===== src/rtl/hdmi_video_pkg.sv =====
// Shared types and constants for the HDMI test-pattern path: pattern modes,
// colour-bar palette and default 640x480@60 timing.
package hdmi_video_pkg;

   typedef enum logic [1:0] {
      PAT_BARS     = 2'd0,
      PAT_CHECKER  = 2'd1,
      PAT_GRADIENT = 2'd2,
      PAT_SOLID    = 2'd3
   } pat_mode_e;

   localparam logic [23:0] BAR_RGB [8] = '{
      24'hFFFFFF, 24'hFFFF00, 24'h00FFFF, 24'h00FF00,
      24'hFF00FF, 24'hFF0000, 24'h0000FF, 24'h000000
   };

   localparam int unsigned DEF_H_ACTIVE = 640;
   localparam int unsigned DEF_H_FP     = 16;
   localparam int unsigned DEF_H_SYNC   = 96;
   localparam int unsigned DEF_H_BP     = 48;
   localparam int unsigned DEF_V_ACTIVE = 480;
   localparam int unsigned DEF_V_FP     = 10;
   localparam int unsigned DEF_V_SYNC   = 2;
   localparam int unsigned DEF_V_BP     = 33;

   // Bar k covers k*h_active/8 <= xm < (k+1)*h_active/8.
   function automatic logic [2:0] bar_index(input int unsigned xm, input int unsigned h_active);
      logic [2:0] idx;
      idx = '0;
      for (int unsigned k = 1; k < 8; k++) begin
         if (xm >= (k * h_active) / 8) idx = 3'(k);
      end
      return idx;
   endfunction

endpackage


===== src/rtl/hdmi_pattern_gen_if.sv =====
// Registered video output bundle of hdmi_pattern_gen (sync, de, RGB, coordinates).
interface hdmi_pattern_gen_if #(
   parameter int unsigned CW = 12
);
   logic          hsync;
   logic          vsync;
   logic          de;
   logic [7:0]    red;
   logic [7:0]    green;
   logic [7:0]    blue;
   logic [CW-1:0] x_o;
   logic [CW-1:0] y_o;
   logic          sof_o;
   logic [1:0]    mode_o;

   modport master (output hsync, vsync, de, red, green, blue, x_o, y_o, sof_o, mode_o);
   modport slave  (input  hsync, vsync, de, red, green, blue, x_o, y_o, sof_o, mode_o);
endinterface


===== src/rtl/video_timing_cnt.sv =====
// Pixel/line counters with frame-wrap strobe and unregistered sync/de decode.
module video_timing_cnt #(
   parameter int unsigned H_ACTIVE = 640,
   parameter int unsigned H_FP     = 16,
   parameter int unsigned H_SYNC   = 96,
   parameter int unsigned H_BP     = 48,
   parameter int unsigned V_ACTIVE = 480,
   parameter int unsigned V_FP     = 10,
   parameter int unsigned V_SYNC   = 2,
   parameter int unsigned V_BP     = 33,
   parameter bit          SYNC_POL = 1'b1,
   parameter int unsigned CW       = 12
) (
   input  logic          clk,
   input  logic          rst_n,
   input  logic          en_i,
   output logic [CW-1:0] cx_o,
   output logic [CW-1:0] cy_o,
   output logic          wrap_o,
   output logic          hsync_o,
   output logic          vsync_o,
   output logic          de_o
);
   localparam int unsigned H_TOTAL = H_ACTIVE + H_FP + H_SYNC + H_BP;
   localparam int unsigned V_TOTAL = V_ACTIVE + V_FP + V_SYNC + V_BP;

   localparam logic [CW-1:0] X_LAST   = CW'(H_TOTAL - 1);
   localparam logic [CW-1:0] Y_LAST   = CW'(V_TOTAL - 1);
   localparam logic [CW-1:0] X_ACT    = CW'(H_ACTIVE);
   localparam logic [CW-1:0] Y_ACT    = CW'(V_ACTIVE);
   localparam logic [CW-1:0] HS_START = CW'(H_ACTIVE + H_FP);
   localparam logic [CW-1:0] HS_END   = CW'(H_ACTIVE + H_FP + H_SYNC);
   localparam logic [CW-1:0] VS_START = CW'(V_ACTIVE + V_FP);
   localparam logic [CW-1:0] VS_END   = CW'(V_ACTIVE + V_FP + V_SYNC);

   logic [CW-1:0] cx_q, cx_d, cy_q, cy_d;
   logic          x_last, y_last;

   always_comb begin
      x_last = (cx_q == X_LAST);
      y_last = (cy_q == Y_LAST);
      cx_d   = cx_q;
      cy_d   = cy_q;
      if (en_i) begin
         if (x_last) begin
            cx_d = '0;
            cy_d = y_last ? '0 : cy_q + 1'b1;
         end else begin
            cx_d = cx_q + 1'b1;
         end
      end
      wrap_o  = en_i && x_last && y_last;
      hsync_o = (cx_q >= HS_START && cx_q < HS_END) ? SYNC_POL : ~SYNC_POL;
      vsync_o = (cy_q >= VS_START && cy_q < VS_END) ? SYNC_POL : ~SYNC_POL;
      de_o    = (cx_q < X_ACT) && (cy_q < Y_ACT);
   end

   always_ff @(posedge clk or negedge rst_n) begin
      if (!rst_n) begin
         cx_q <= '0;
         cy_q <= '0;
      end else begin
         cx_q <= cx_d;
         cy_q <= cy_d;
      end
   end

   assign cx_o = cx_q;
   assign cy_o = cy_q;

endmodule


===== src/rtl/hdmi_pattern_gen.sv =====
// Video timing + test-pattern generator with frame-synchronous mode switching.
// Optional scrolling patterns via `define HDMI_PATTERN_GEN_ANIM_EN.
module hdmi_pattern_gen
   import hdmi_video_pkg::*;
#(
   parameter int unsigned H_ACTIVE = DEF_H_ACTIVE,
   parameter int unsigned H_FP     = DEF_H_FP,
   parameter int unsigned H_SYNC   = DEF_H_SYNC,
   parameter int unsigned H_BP     = DEF_H_BP,
   parameter int unsigned V_ACTIVE = DEF_V_ACTIVE,
   parameter int unsigned V_FP     = DEF_V_FP,
   parameter int unsigned V_SYNC   = DEF_V_SYNC,
   parameter int unsigned V_BP     = DEF_V_BP,
   parameter bit          SYNC_POL = 1'b1,
   parameter int unsigned CW       = 12
) (
   input  logic               clk,
   input  logic               rst_n,
   input  logic               en_i,
   input  logic [1:0]         mode_i,
   input  logic [23:0]        solid_rgb_i,
   hdmi_pattern_gen_if.master vid
);
   logic [CW-1:0] cx, cy;
   logic          wrap, hs_raw, vs_raw, de_raw;

   video_timing_cnt #(
      .H_ACTIVE (H_ACTIVE), .H_FP (H_FP), .H_SYNC (H_SYNC), .H_BP (H_BP),
      .V_ACTIVE (V_ACTIVE), .V_FP (V_FP), .V_SYNC (V_SYNC), .V_BP (V_BP),
      .SYNC_POL (SYNC_POL), .CW (CW)
   ) u_timing (
      .clk (clk), .rst_n (rst_n), .en_i (en_i),
      .cx_o (cx), .cy_o (cy), .wrap_o (wrap),
      .hsync_o (hs_raw), .vsync_o (vs_raw), .de_o (de_raw)
   );

   pat_mode_e     mode_q, mode_d;
   logic [CW-1:0] xe, xm;
   logic [23:0]   rgb;
`ifdef HDMI_PATTERN_GEN_ANIM_EN
   logic [7:0]    frame_cnt_q, frame_cnt_d;
`endif

   logic          hsync_q, hsync_d, vsync_q, vsync_d, de_q, de_d, sof_q, sof_d;
   logic [23:0]   rgb_q, rgb_d;
   logic [CW-1:0] x_q, x_d, y_q, y_d;
   logic [1:0]    mode_o_q, mode_o_d;

   always_comb begin
`ifdef HDMI_PATTERN_GEN_ANIM_EN
      xe          = cx + CW'(frame_cnt_q);
      frame_cnt_d = wrap ? frame_cnt_q + 8'd1 : frame_cnt_q;
`else
      xe          = cx;
`endif
      xm  = CW'(32'(xe) % H_ACTIVE);
      rgb = '0;
      unique case (mode_q)
         PAT_BARS:     rgb = BAR_RGB[bar_index(32'(xm), H_ACTIVE)];
         PAT_CHECKER:  rgb = (xe[5] ^ cy[5]) ? 24'hFFFFFF : 24'h000000;
         PAT_GRADIENT: rgb = {xe[7:0], cy[7:0], xe[7:0] + cy[7:0]};
         PAT_SOLID:    rgb = solid_rgb_i;
         default:      rgb = '0;
      endcase
      if (!de_raw) rgb = '0;

      mode_d   = mode_q;
      hsync_d  = hsync_q;
      vsync_d  = vsync_q;
      de_d     = de_q;
      rgb_d    = rgb_q;
      x_d      = x_q;
      y_d      = y_q;
      sof_d    = sof_q;
      mode_o_d = mode_o_q;
      if (en_i) begin
         // Mode is sampled on the wrap cycle, so (0,0) is the first pixel in the new mode.
         if (wrap) mode_d = pat_mode_e'(mode_i);
         hsync_d  = hs_raw;
         vsync_d  = vs_raw;
         de_d     = de_raw;
         rgb_d    = rgb;
         x_d      = cx;
         y_d      = cy;
         sof_d    = (cx == '0) && (cy == '0);
         mode_o_d = mode_q;
      end
   end

   always_ff @(posedge clk or negedge rst_n) begin
      if (!rst_n) begin
         mode_q      <= PAT_BARS;
         hsync_q     <= ~SYNC_POL;
         vsync_q     <= ~SYNC_POL;
         de_q        <= 1'b0;
         rgb_q       <= '0;
         x_q         <= '0;
         y_q         <= '0;
         sof_q       <= 1'b0;
         mode_o_q    <= '0;
`ifdef HDMI_PATTERN_GEN_ANIM_EN
         frame_cnt_q <= '0;
`endif
      end else begin
         mode_q      <= mode_d;
         hsync_q     <= hsync_d;
         vsync_q     <= vsync_d;
         de_q        <= de_d;
         rgb_q       <= rgb_d;
         x_q         <= x_d;
         y_q         <= y_d;
         sof_q       <= sof_d;
         mode_o_q    <= mode_o_d;
`ifdef HDMI_PATTERN_GEN_ANIM_EN
         frame_cnt_q <= frame_cnt_d;
`endif
      end
   end

   assign vid.hsync  = hsync_q;
   assign vid.vsync  = vsync_q;
   assign vid.de     = de_q;
   assign vid.red    = rgb_q[23:16];
   assign vid.green  = rgb_q[15:8];
   assign vid.blue   = rgb_q[7:0];
   assign vid.x_o    = x_q;
   assign vid.y_o    = y_q;
   assign vid.sof_o  = sof_q;
   assign vid.mode_o = mode_o_q;

endmodule

===== src/flat_wrapper.sv =====
// flat-port wrapper written by rule: the top's interface ports become plain ports
module hdmi_pattern_gen_flat import hdmi_video_pkg::*;
#(
   parameter int unsigned H_ACTIVE = DEF_H_ACTIVE,
   parameter int unsigned H_FP     = DEF_H_FP,
   parameter int unsigned H_SYNC   = DEF_H_SYNC,
   parameter int unsigned H_BP     = DEF_H_BP,
   parameter int unsigned V_ACTIVE = DEF_V_ACTIVE,
   parameter int unsigned V_FP     = DEF_V_FP,
   parameter int unsigned V_SYNC   = DEF_V_SYNC,
   parameter int unsigned V_BP     = DEF_V_BP,
   parameter bit          SYNC_POL = 1'b1,
   parameter int unsigned CW       = 12
)
  (clk, rst_n, en_i, mode_i, solid_rgb_i, vid_hsync, vid_vsync, vid_de, vid_red, vid_green, vid_blue, vid_x_o, vid_y_o, vid_sof_o, vid_mode_o);
  hdmi_pattern_gen_if #(.CW(CW)) vid_i ();
  input  logic clk;
  input  logic rst_n;
  input  logic en_i;
  input  logic [1:0] mode_i;
  input  logic [23:0] solid_rgb_i;
  output wire logic [$bits(vid_i.hsync)-1:0] vid_hsync;
  output wire logic [$bits(vid_i.vsync)-1:0] vid_vsync;
  output wire logic [$bits(vid_i.de)-1:0] vid_de;
  output wire logic [$bits(vid_i.red)-1:0] vid_red;
  output wire logic [$bits(vid_i.green)-1:0] vid_green;
  output wire logic [$bits(vid_i.blue)-1:0] vid_blue;
  output wire logic [$bits(vid_i.x_o)-1:0] vid_x_o;
  output wire logic [$bits(vid_i.y_o)-1:0] vid_y_o;
  output wire logic [$bits(vid_i.sof_o)-1:0] vid_sof_o;
  output wire logic [$bits(vid_i.mode_o)-1:0] vid_mode_o;
  assign vid_hsync = vid_i.hsync;
  assign vid_vsync = vid_i.vsync;
  assign vid_de = vid_i.de;
  assign vid_red = vid_i.red;
  assign vid_green = vid_i.green;
  assign vid_blue = vid_i.blue;
  assign vid_x_o = vid_i.x_o;
  assign vid_y_o = vid_i.y_o;
  assign vid_sof_o = vid_i.sof_o;
  assign vid_mode_o = vid_i.mode_o;
  hdmi_pattern_gen #(.H_ACTIVE(H_ACTIVE), .H_FP(H_FP), .H_SYNC(H_SYNC), .H_BP(H_BP), .V_ACTIVE(V_ACTIVE), .V_FP(V_FP), .V_SYNC(V_SYNC), .V_BP(V_BP), .SYNC_POL(SYNC_POL), .CW(CW)) u_core (.clk(clk), .rst_n(rst_n), .en_i(en_i), .mode_i(mode_i), .solid_rgb_i(solid_rgb_i), .vid(vid_i));
endmodule

===== config.mk =====
export PLATFORM = sky130hd
export DESIGN_NAME = hdmi_pattern_gen_flat
export DESIGN_NICKNAME = d
export VERILOG_FILES = /design/src/rtl/hdmi_video_pkg.sv /design/src/rtl/hdmi_pattern_gen_if.sv /design/src/rtl/video_timing_cnt.sv /design/src/rtl/hdmi_pattern_gen.sv /design/src/flat_wrapper.sv
export SDC_FILE = /design/constraint.sdc
export NUM_CORES = 1
export LEC_CHECK = 0
export ABC_CLOCK_PERIOD_IN_PS = 3100
export BUFFER_PORTS_ARGS = -buffer_cell sky130_fd_sc_hd__clkbuf_2
export CORE_ASPECT_RATIO = 0.9
export CORE_MARGIN = 3
export CORE_UTILIZATION = 57
export DETAILED_ROUTE_END_ITERATION = 16
export GPL_TIMING_DRIVEN = 0
export PLACE_DENSITY = 0.81
export SYNTH_ARGS = -nofsm -noshare
export SYNTH_HDL_FRONTEND = slang
export SYNTH_SLANG_ARGS = --single-unit

===== constraint.sdc =====
create_clock -name clk -period 3.1 [get_ports clk]
set_input_delay 0.31 -clock clk [delete_from_list [all_inputs] [get_ports clk]]
set_output_delay 0.31 -clock clk [all_outputs]
set_load 0.01 [all_outputs]

==> results of run 1 <==
flip-flops by register name (all words and copies together) (netlist names):
name	cells
u_core.u_timing.cx_o	12
u_core.u_timing.cy_o	12
u_core.vid.x_o	12
u_core.vid.de	1
u_core.mode_q	2
u_core.vid.y_o	12
u_core.vid.vsync	1
u_core.rgb_q	24
u_core.vid.sof_o	1
u_core.vid.hsync	1
u_core.vid.mode_o	2
per-stage QoR:
stage	TNS, ns	std cells	total power, uW	area [um^2]	hold slack (ns)
after global placement	-2.59	658	2340	5230	0.490
after CTS	0	678	3150	5500	0.208
after global routing	-0.365	680	3330	5550	0.221
final	0	680	3160	5550	0.215
after detailed placement	-2.83	659	2400	5260	0.207
after floorplan	0	481	2000	4710	0.0144
worst min path at each step:
stage,start,end,slack [ns],depth (start not counted)
floorplan,rst_n,u_core.mode_q[0],0.01,0
global placement,u_core.vid.x_o[9],u_core.vid.x_o[9],0.49,1
detailed placement,rst_n,u_core.rgb_q[1],0.21,1
CTS,mode_i[1],u_core.mode_q[1],0.21,2
global route,mode_i[1],u_core.mode_q[1],0.22,2
finish,mode_i[1],u_core.mode_q[1],0.22,2
what timing repair did:
item / 4_1_cts / 5_1_grt
setup buffers: 2 / 2
endpoints found under the hold margin: 12 / 0
resized for setup: 5 / 6
hold buffers: 1 / 0
setup endpoints to repair: 24 / 24
pin swaps: 2 / 4
synth_stat cells, types with 4 or more instances:
library cell	count	area share, %
dfrtp_1	80	43
nand2_1	41	3.3
inv_1	37	2.9
nor2_1	34	2.7
mux2_2	30	7.2
clkbuf_1	20	1.6
o22ai_1	18	2.4
xnor2_1	15	2.8
mux2i_1	14	3.0
ha_1	13	3.5
xor2_1	13	2.4
nor3_1	12	1.3
buf_2	10	1.1
nand4_1	10	1.3
o21ai_0	9	0.96
and2_1	8	1.1
o211a_1	8	1.7
o32ai_1	8	1.5
a211oi_1	7	1.1
nand3_1	7	0.74
and3_1	6	0.80
o21a_1	6	0.96
a31o_2	4	0.74
a31oi_1	4	0.53
buf_1	4	0.32
nor2b_1	4	0.53
o211ai_1	4	0.64
routing by layer:
layer / global-route usage, % / up-vias
met4: 9.75 / 0
met1: 39.7 / 2081
li1: - / 1913
met3: 7.68 / 25
met5: 0 / -
met2: 45.0 / 230
worst reg2reg max path, delay by kind of cell (launching register included):
kind	cells	cell delay, ns
compound gates	4	0.90
fa+ha+maj	1	0.29
buf+inv	2	0.24
flops	1	0.36
simple gates	4	1.10
report_power, final:
| part | internal [uW] | switching [uW] | total, uW |
|---|---|---|---|
| combinational | 442 | 613 | 1050 |
| clock | 319 | 398 | 717 |
| sequential | 1230 | 165 | 1390 |
| total | 1990 | 1180 | 3160 |
kinds of logic (layout without fill, tap and decap cells):
logic type / count (synthesis) / after routing
multiplexers: 44 / 44
buffers and inverters: 71 / 174
AO/OA/AOI/OAI: 95 / 95
AND/OR/NAND/NOR: 149 / 149
adder cells (fa/ha/maj): 14 / 14
flip-flops: 80 / 80
XOR/XNOR: 28 / 28
layout make-up:
class	count	share of cell area, %
Buffer	34	2.53
Clock buffer	11	2.55
Clock inverter	5	0.699
Inverter	37	2.50
Multi-Input combinational cell	330	44.7
Sequential cell	80	36.1
Tap cell	96	2.17
Timing Repair Buffer	87	8.80
==> summary.md, run 1 <==
| Metric | Value |
|---|---|
| Status | `finished, final reports clean` |
| Minimum clock period | `roughly 3.0 ns` |
| Htree depth | `3` |
| Fmax | `about 330 MHz` |
| WS Path Type | `reg2reg` |
| Gr ovfl total | `0` |
| WL final | `about 13000 um` |
| Clk_skew | `around 0.013 ns` |
| Max-Cap Viols | `0` |
| Worst hold path class | `in2reg` |
| Synth unique cells | `between 60 and 70` |
| Vias | `4249` |
| Setup crit start kind | `flip-flop` |
| Syn Nets | `524` |
| Port Buffers | `81` |
| CP Capture Point | `u_core.rgb_q[10]` |
| Worst Tran Pin Value | `about 0.75 ns` |
| Initial antenna violation count | `0` |
| Period utilisation layout | `97.5%` |
| Crit path DAT | `3.25 ns` |
| Pins Over Slew Limit | `0` |
| WP depth | `11` |
| Multi-input logic area | `around 0.0025 mm^2` |
| Mux share of post-synthesis cell area | `about a tenth` |
| EDFF count, synth | `0` |
| Most frequent cells in the layout | `clkbuf_2 (80), dfrtp_1 (80), nand2_1 (41)` |
| Final layout net count | `between 600 and 700` |
| Avg Cell Area, Syn | `9.79 um^2` |
| Adder-cell share of the synthesized area | `3.88%` |
| Max clock buf depth | `2` |
| Setup crit end kind | `flip-flop` |
| Share of layout cells above drive strength 1 | `about 28%` |
| R2R depth | `11` |
| P&R area growth vs syn | `17.8%` |
| Final hold violation count | `0` |
| Routed length on met3 | `about 1200 um` |
| Total track usage | `29.1%` |
| Drt drc | `0` |
| Setup ws final | `about 0.076 ns` |
| Core area | `~0.0078 mm^2` |
| Pre-antenna DRT Iters | `5` |
| Wire length per cell | `between 15 and 20 um` |
| Reg-to-Reg End | `u_core.rgb_q[10]` |
| Synth Area in XOR/XNOR | `between 5 and 6%` |
| Beginning of the critical path | `u_core.u_timing.cx_o[10]` |
| Simple-Gate Fraction of Synth Area | `roughly 17%` |
| Crit path max-delay cell type | `or3_4` |
| Top FF cell, synth | `dfrtp_1` |
| Root buffer cell | `clkbuf_8` |
| Met2 WL | `~6200 um` |
| R2r startpoint | `u_core.u_timing.cx_o[10]` |
| Synth Register Bits | `80` |
| Ant diodes | `0` |
| Sink Count | `80` |
| Max stage delay on crit path | `0.45 ns` |
| DP HPWL | `9570 um` |
| Pre-CTS WS | `-0.136 ns` |
| CTS tree | `built` |
| Total number of yosys warnings | `0` |
| FF/Latch Area | `around 0.002 mm^2` |
| Die area | `between 0.009 and 0.01 mm^2` |
| Initial Util | `between 60% and 70%` |
| Crit path max fanout | `10` |
| Peak VDD IR | `0.000354 V` |
| First-pass GRT wire length | `roughly 21000 um` |
| Fillers | `around 610` |
| Critical path cell sequence | `buf_2 -> nor2_4 -> inv_1 -> ha_2 -> nand2b_2 -> o211a_1 -> or3_4 -> nor3_4 -> a211o_1 -> o21a_2 -> o22ai_1` |
| Vias in the first global route | `~4100` |
| Largest family of logic cells by synthesized area | `simple AND/OR/NAND/NOR gates` |
| # setup viols final | `0` |
| Max layer used | `met4` |
| LEAKAGE | `0.00270 uW` |
| Reg clk slew, reported paths | `roughly 0.09 ns` |
| Slew HR | `between 50% and 60%` |
| GPL Wtd Cong | `approximately 0.93` |
| Sequential fraction of the synthesis area | `between 40% and 50%` |
| Largest net degree at the start of global routing | `69` |
| Crit path buffers/inverters | `2` |
| I/O pin cnt | `83` |
| Vias per std cell | `6.25` |
| # rows | `30` |
| Die W | `slightly above 100 um` |
| Synth Instances | `a little under 500` |
| Compound-Gate Fraction of Synth Area | `approximately 16%` |
| Initial drt markers | `roughly 360` |
| Data required, critical path | `3.33 ns` |
| Clk_lat worst skew | `approximately 0.36 ns` |
| ANT nets after route | `0` |
| Power per cell area | `~570 mW/mm^2` |
| R2R Setup Slk | `roughly 0.076 ns` |
| CP top delay family | `simple AND/OR/NAND/NOR gates` |
| Core Util, Final | `71.4%` |
| CTS buffer count | `9` |
| Post-synthesis instance area | `approximately 0.0047 mm^2` |
| Die Y | `roughly 92 um` |
| Met1 WL | `approximately 5700 um` |
| Share of flip-flops with an asynchronous set or reset | `100%` |
Note: power is estimated with default switching activity, not from simulation.
==> run 2, diff against run 1 <==
--- a/config.mk
+++ b/config.mk
@@ -12,7 +12,8 @@
 export CORE_UTILIZATION = 57
 export DETAILED_ROUTE_END_ITERATION = 16
 export GPL_TIMING_DRIVEN = 0
-export PLACE_DENSITY = 0.81
+export PLACE_DENSITY = 0.8
 export SYNTH_ARGS = -nofsm -noshare
 export SYNTH_HDL_FRONTEND = slang
+export SYNTH_HIERARCHICAL = 1
 export SYNTH_SLANG_ARGS = --single-unit
==> run 2 against run 1 <==
Power shrank 13%. Combinational power decreased by 45%. Cell count rose by 14%. Via count rose by 14%. Critical path depth stayed put. Synthesized cell count is 14% higher.
==> summary.md, run 2 <==
| Metric | Value |
|---|---|
| Most frequent cells in the layout | `clkbuf_2 (81), dfrtp_1 (78), o21ai_0 (64)` |
| WS Path Type | `reg2reg` |
| Setup crit start kind | `flip-flop` |
| Drt drc | `0` |
| Htree depth | `3` |
| Non-Filler Instances | `around 780` |
| Crit path buffers/inverters | `2` |
| Min-Delay Path Depth | `2` |
| Crit path max-delay cell type | `a2111oi_2` |
| Port Buffers | `82` |
| Fillers | `just under 700` |
| Clk_skew | `0.0119 ns` |
| Routed length on met3 | `roughly 1100 um` |
| Post-synthesis instance area | `about 0.0051 mm^2` |
| Setup ws final | `approximately 0.053 ns` |
| Reg clk slew, reported paths | `0.08 ns` |
| First-pass GRT wire length | `between 20000 and 25000 um` |
| Worst hold path class | `in2reg` |
| Max stage delay on crit path | `0.56 ns` |
| Initial Util | `58.9%` |
| Data required, critical path | `3.36 ns` |
| Post-synth top cells | `dfrtp_1 (80), o21ai_0 (65), inv_1 (36)` |
| Internal | `~1900 uW` |
| Setup crit end kind | `flip-flop` |
| Sequential fraction of the synthesis area | `between 30 and 40%` |
| Final instance area | `between 0.006 and 0.007 mm^2` |
| Share of layout cells above drive strength 1 | `roughly 30%` |
| Vias | `4852` |
| Total number of yosys warnings | `6` |
| WL final | `14200 um` |
| Syn Nets | `roughly 600` |
| P&R area growth vs syn | `21.9%` |
| Cell with the most instances after synthesis | `dfrtp_1` |
| Final hold violation count | `0` |
| LEAKAGE | `~0.0029 uW` |
| Top reg by flops | `u_core/rgb_q` |
| Gr ovfl total | `0` |
| Slew HR | `a little over half` |
| Max clock buf depth | `2` |
| Max layer used | `met4` |
| Sequential share of power | `about 46%` |
| Minimum clock period | `around 3 ns` |
| DP HPWL | `9970 um` |
| Vias in the first global route | `about 4500` |
| Vias per std cell | `6.26` |
| Root buffer cell | `clkbuf_8` |
| Sw Pwr | `890 uW` |
| Worst Tran Pin Value | `approximately 0.7 ns` |
| Crit path DAT | `around 3.3 ns` |
| Die Y | `approximately 96 um` |
| Total track usage | `between 20 and 30%` |
| Fmax | `approximately 330 MHz` |
| Period utilisation layout | `a little over nine tenths` |
| Largest net degree at the start of global routing | `50` |
| Inst Count DP | `748` |
| Top post-synthesis cells by area | `dfrtp_1 (39%), mux2_2 (6.6%), o21ai_0 (6.4%)` |
| Max FFs per register | `24` |
| Critical path cell sequence | `nor2_4 -> inv_2 -> ha_4 -> a2111oi_2 -> o21ai_0 -> a211oi_1 -> a311oi_2 -> o31ai_4 -> nor3_4 -> buf_4 -> o32ai_2` |
| Most common cell after layout, fill and taps aside | `clkbuf_2` |
| Power per cell area | `around 450 mW/mm^2` |
| Met1 WL | `6200 um` |
| Placement Cell Area | `0.00568 mm^2` |
| WP depth | `11` |
| Pins Over Slew Limit | `0` |
| Status | `finished, final reports clean` |
| Synth Register Bits | `80` |
| R2R depth | `11` |
| GPL Wtd Cong | `0.978` |
| Crit path max fanout | `11` |
| Final layout net count | `between 600 and 700` |
| EDFF count, synth | `0` |
| Clock power frac | `about a third` |
| # setup viols final | `0` |
| Core Util, Final | `71.8%` |
| Die area | `just over 0.01 mm^2` |
| Max-Cap Viols | `0` |
| Core area | `slightly below 0.009 mm^2` |
| Peak VDD IR | `roughly 0.00064 V` |
| Switch share | `roughly a third` |
| # rows | `32` |
| Die W | `around 110 um` |
| Biggest area consumer among synthesized cells | `dfrtp_1` |
| Avg Cell Area, Syn | `about 9.3 um^2` |
| Clk_lat worst skew | `roughly 0.36 ns` |
| Initial drt markers | `approximately 260` |
| Synth unique cells | `76` |
| Top FF cell, synth | `dfrtp_1` |
| Met2 WL | `roughly 6500 um` |
| CP top delay family | `compound AO/OA/AOI/OAI gates` |
| Ant diodes | `0` |
| Synth top area share | `about two fifths` |
| CTS tree | `built` |
| Pre-antenna DRT Iters | `5` |
| Logic gate share of total power | `between 20% and 30%` |
| Sink Count | `80` |
| ANT nets after route | `0` |
| Synth Instances | `between 500 and 600` |
| CTS buffer count | `9` |
| Share of flip-flops with an asynchronous set or reset | `100%` |
| I/O pin cnt | `83` |
| Wire length per cell | `roughly 18 um` |
| Initial antenna violation count | `0` |
| Pre-CTS WS | `-0.471 ns` |
==> run 2: cell count changes in the layout (fill, tap and decap cells not counted), moves of 6 or more <==
cell / before / now
buf_4: 3 / 11
mux2i_1: 14 / 4
nor2b_1: 4 / 31
xor2_1: 13 / 6
and2_1: 8 / 2
o21ai_0: 8 / 64
nand2_1: 41 / 20
a21oi_1: 3 / 10
o211a_1: 8 / 1
o32ai_2: 1 / 8
o32ai_1: 7 / 0
==> run 2: logic make-up (layout without fill, tap and decap cells) <==
kind of cell / after synthesis / after routing / share of synthesized area [%]
AOI/OAI and AO/OA: 153 / 153 / 20.2
DFF: 80 / 80 / 39.3
buffers and inverters: 71 / 181 / 5.92
and+or+nand+nor: 171 / 171 / 19.4
adders and majority gates: 15 / 15 / 3.79
xor gates and xnor gates: 19 / 19 / 3.27
muxes: 37 / 37 / 8.09
==> run 2: layout make-up <==
cell class / count / area [um^2] / share of cell area, %
Tap cell: 119 / 149 / 2.40
Timing Repair Buffer: 95 / 537 / 8.65
Clock buffer: 10 / 138 / 2.22
Multi-Input combinational cell: 395 / 2980 / 48.0
Sequential cell: 80 / 2000 / 32.3
Buffer: 34 / 165 / 2.66
Clock inverter: 6 / 97.6 / 1.57
Inverter: 36 / 135 / 2.18
==> run 2: metrics by stage <==
stage | power (uW) | hold WS, ns | setup TNS (ns)
floorplan | 1600 | 0.0144 | 0
global route | 2880 | 0.212 | -0.00225
global placement | 1810 | 0.489 | -6.45
finish | 2760 | 0.207 | 0
CTS | 2750 | 0.197 | 0
detailed placement | 1840 | 0.316 | -8.07
==> run 2: power groups by stage <==
stage	sequential, uW	combinational (uW)	clock, uW
final	1280	582	902
after global routing	1290	637	950
after CTS	1270	556	917
after detailed placement	1290	546	0
after global placement	1290	523	0
after floorplan	1270	329	0
==> run 2: path summary, 6_finish.rpt <==
kind	to	startpoint	slack (ns)
setup / recovery	u_core/rgb_q[2]	u_core/u_timing/cx_o[9]	0.05
hold / removal	u_core/mode_q[1]	mode_i[1]	0.21
setup reg to reg	u_core/rgb_q[2]	u_core/u_timing/cx_o[9]	0.05
hold reg to reg	u_core/vid.x_o[9]	u_core/vid.x_o[9]	0.51
max in group asynchronous	u_core/u_timing/cx_o[7]	rst_n	2.03
min in group asynchronous	u_core/vid.x_o[5]	rst_n	0.47
==> run 2: repair_timing <==
item	CTS	global route
buffers inserted	3	9
pin swaps	4	14
resized for setup	11	27
endpoints found under the hold margin	31	0
setup endpoints to repair	24	16
hold buffers	1	0
==> run 2: routing by layer <==
metal / vias up / GRT usage, %
met1: 2370 / 38.5
met4: 0 / 10.0
met2: 230 / 43.5
met5: - / 0
li1: 2214 / -
met3: 38 / 5.08
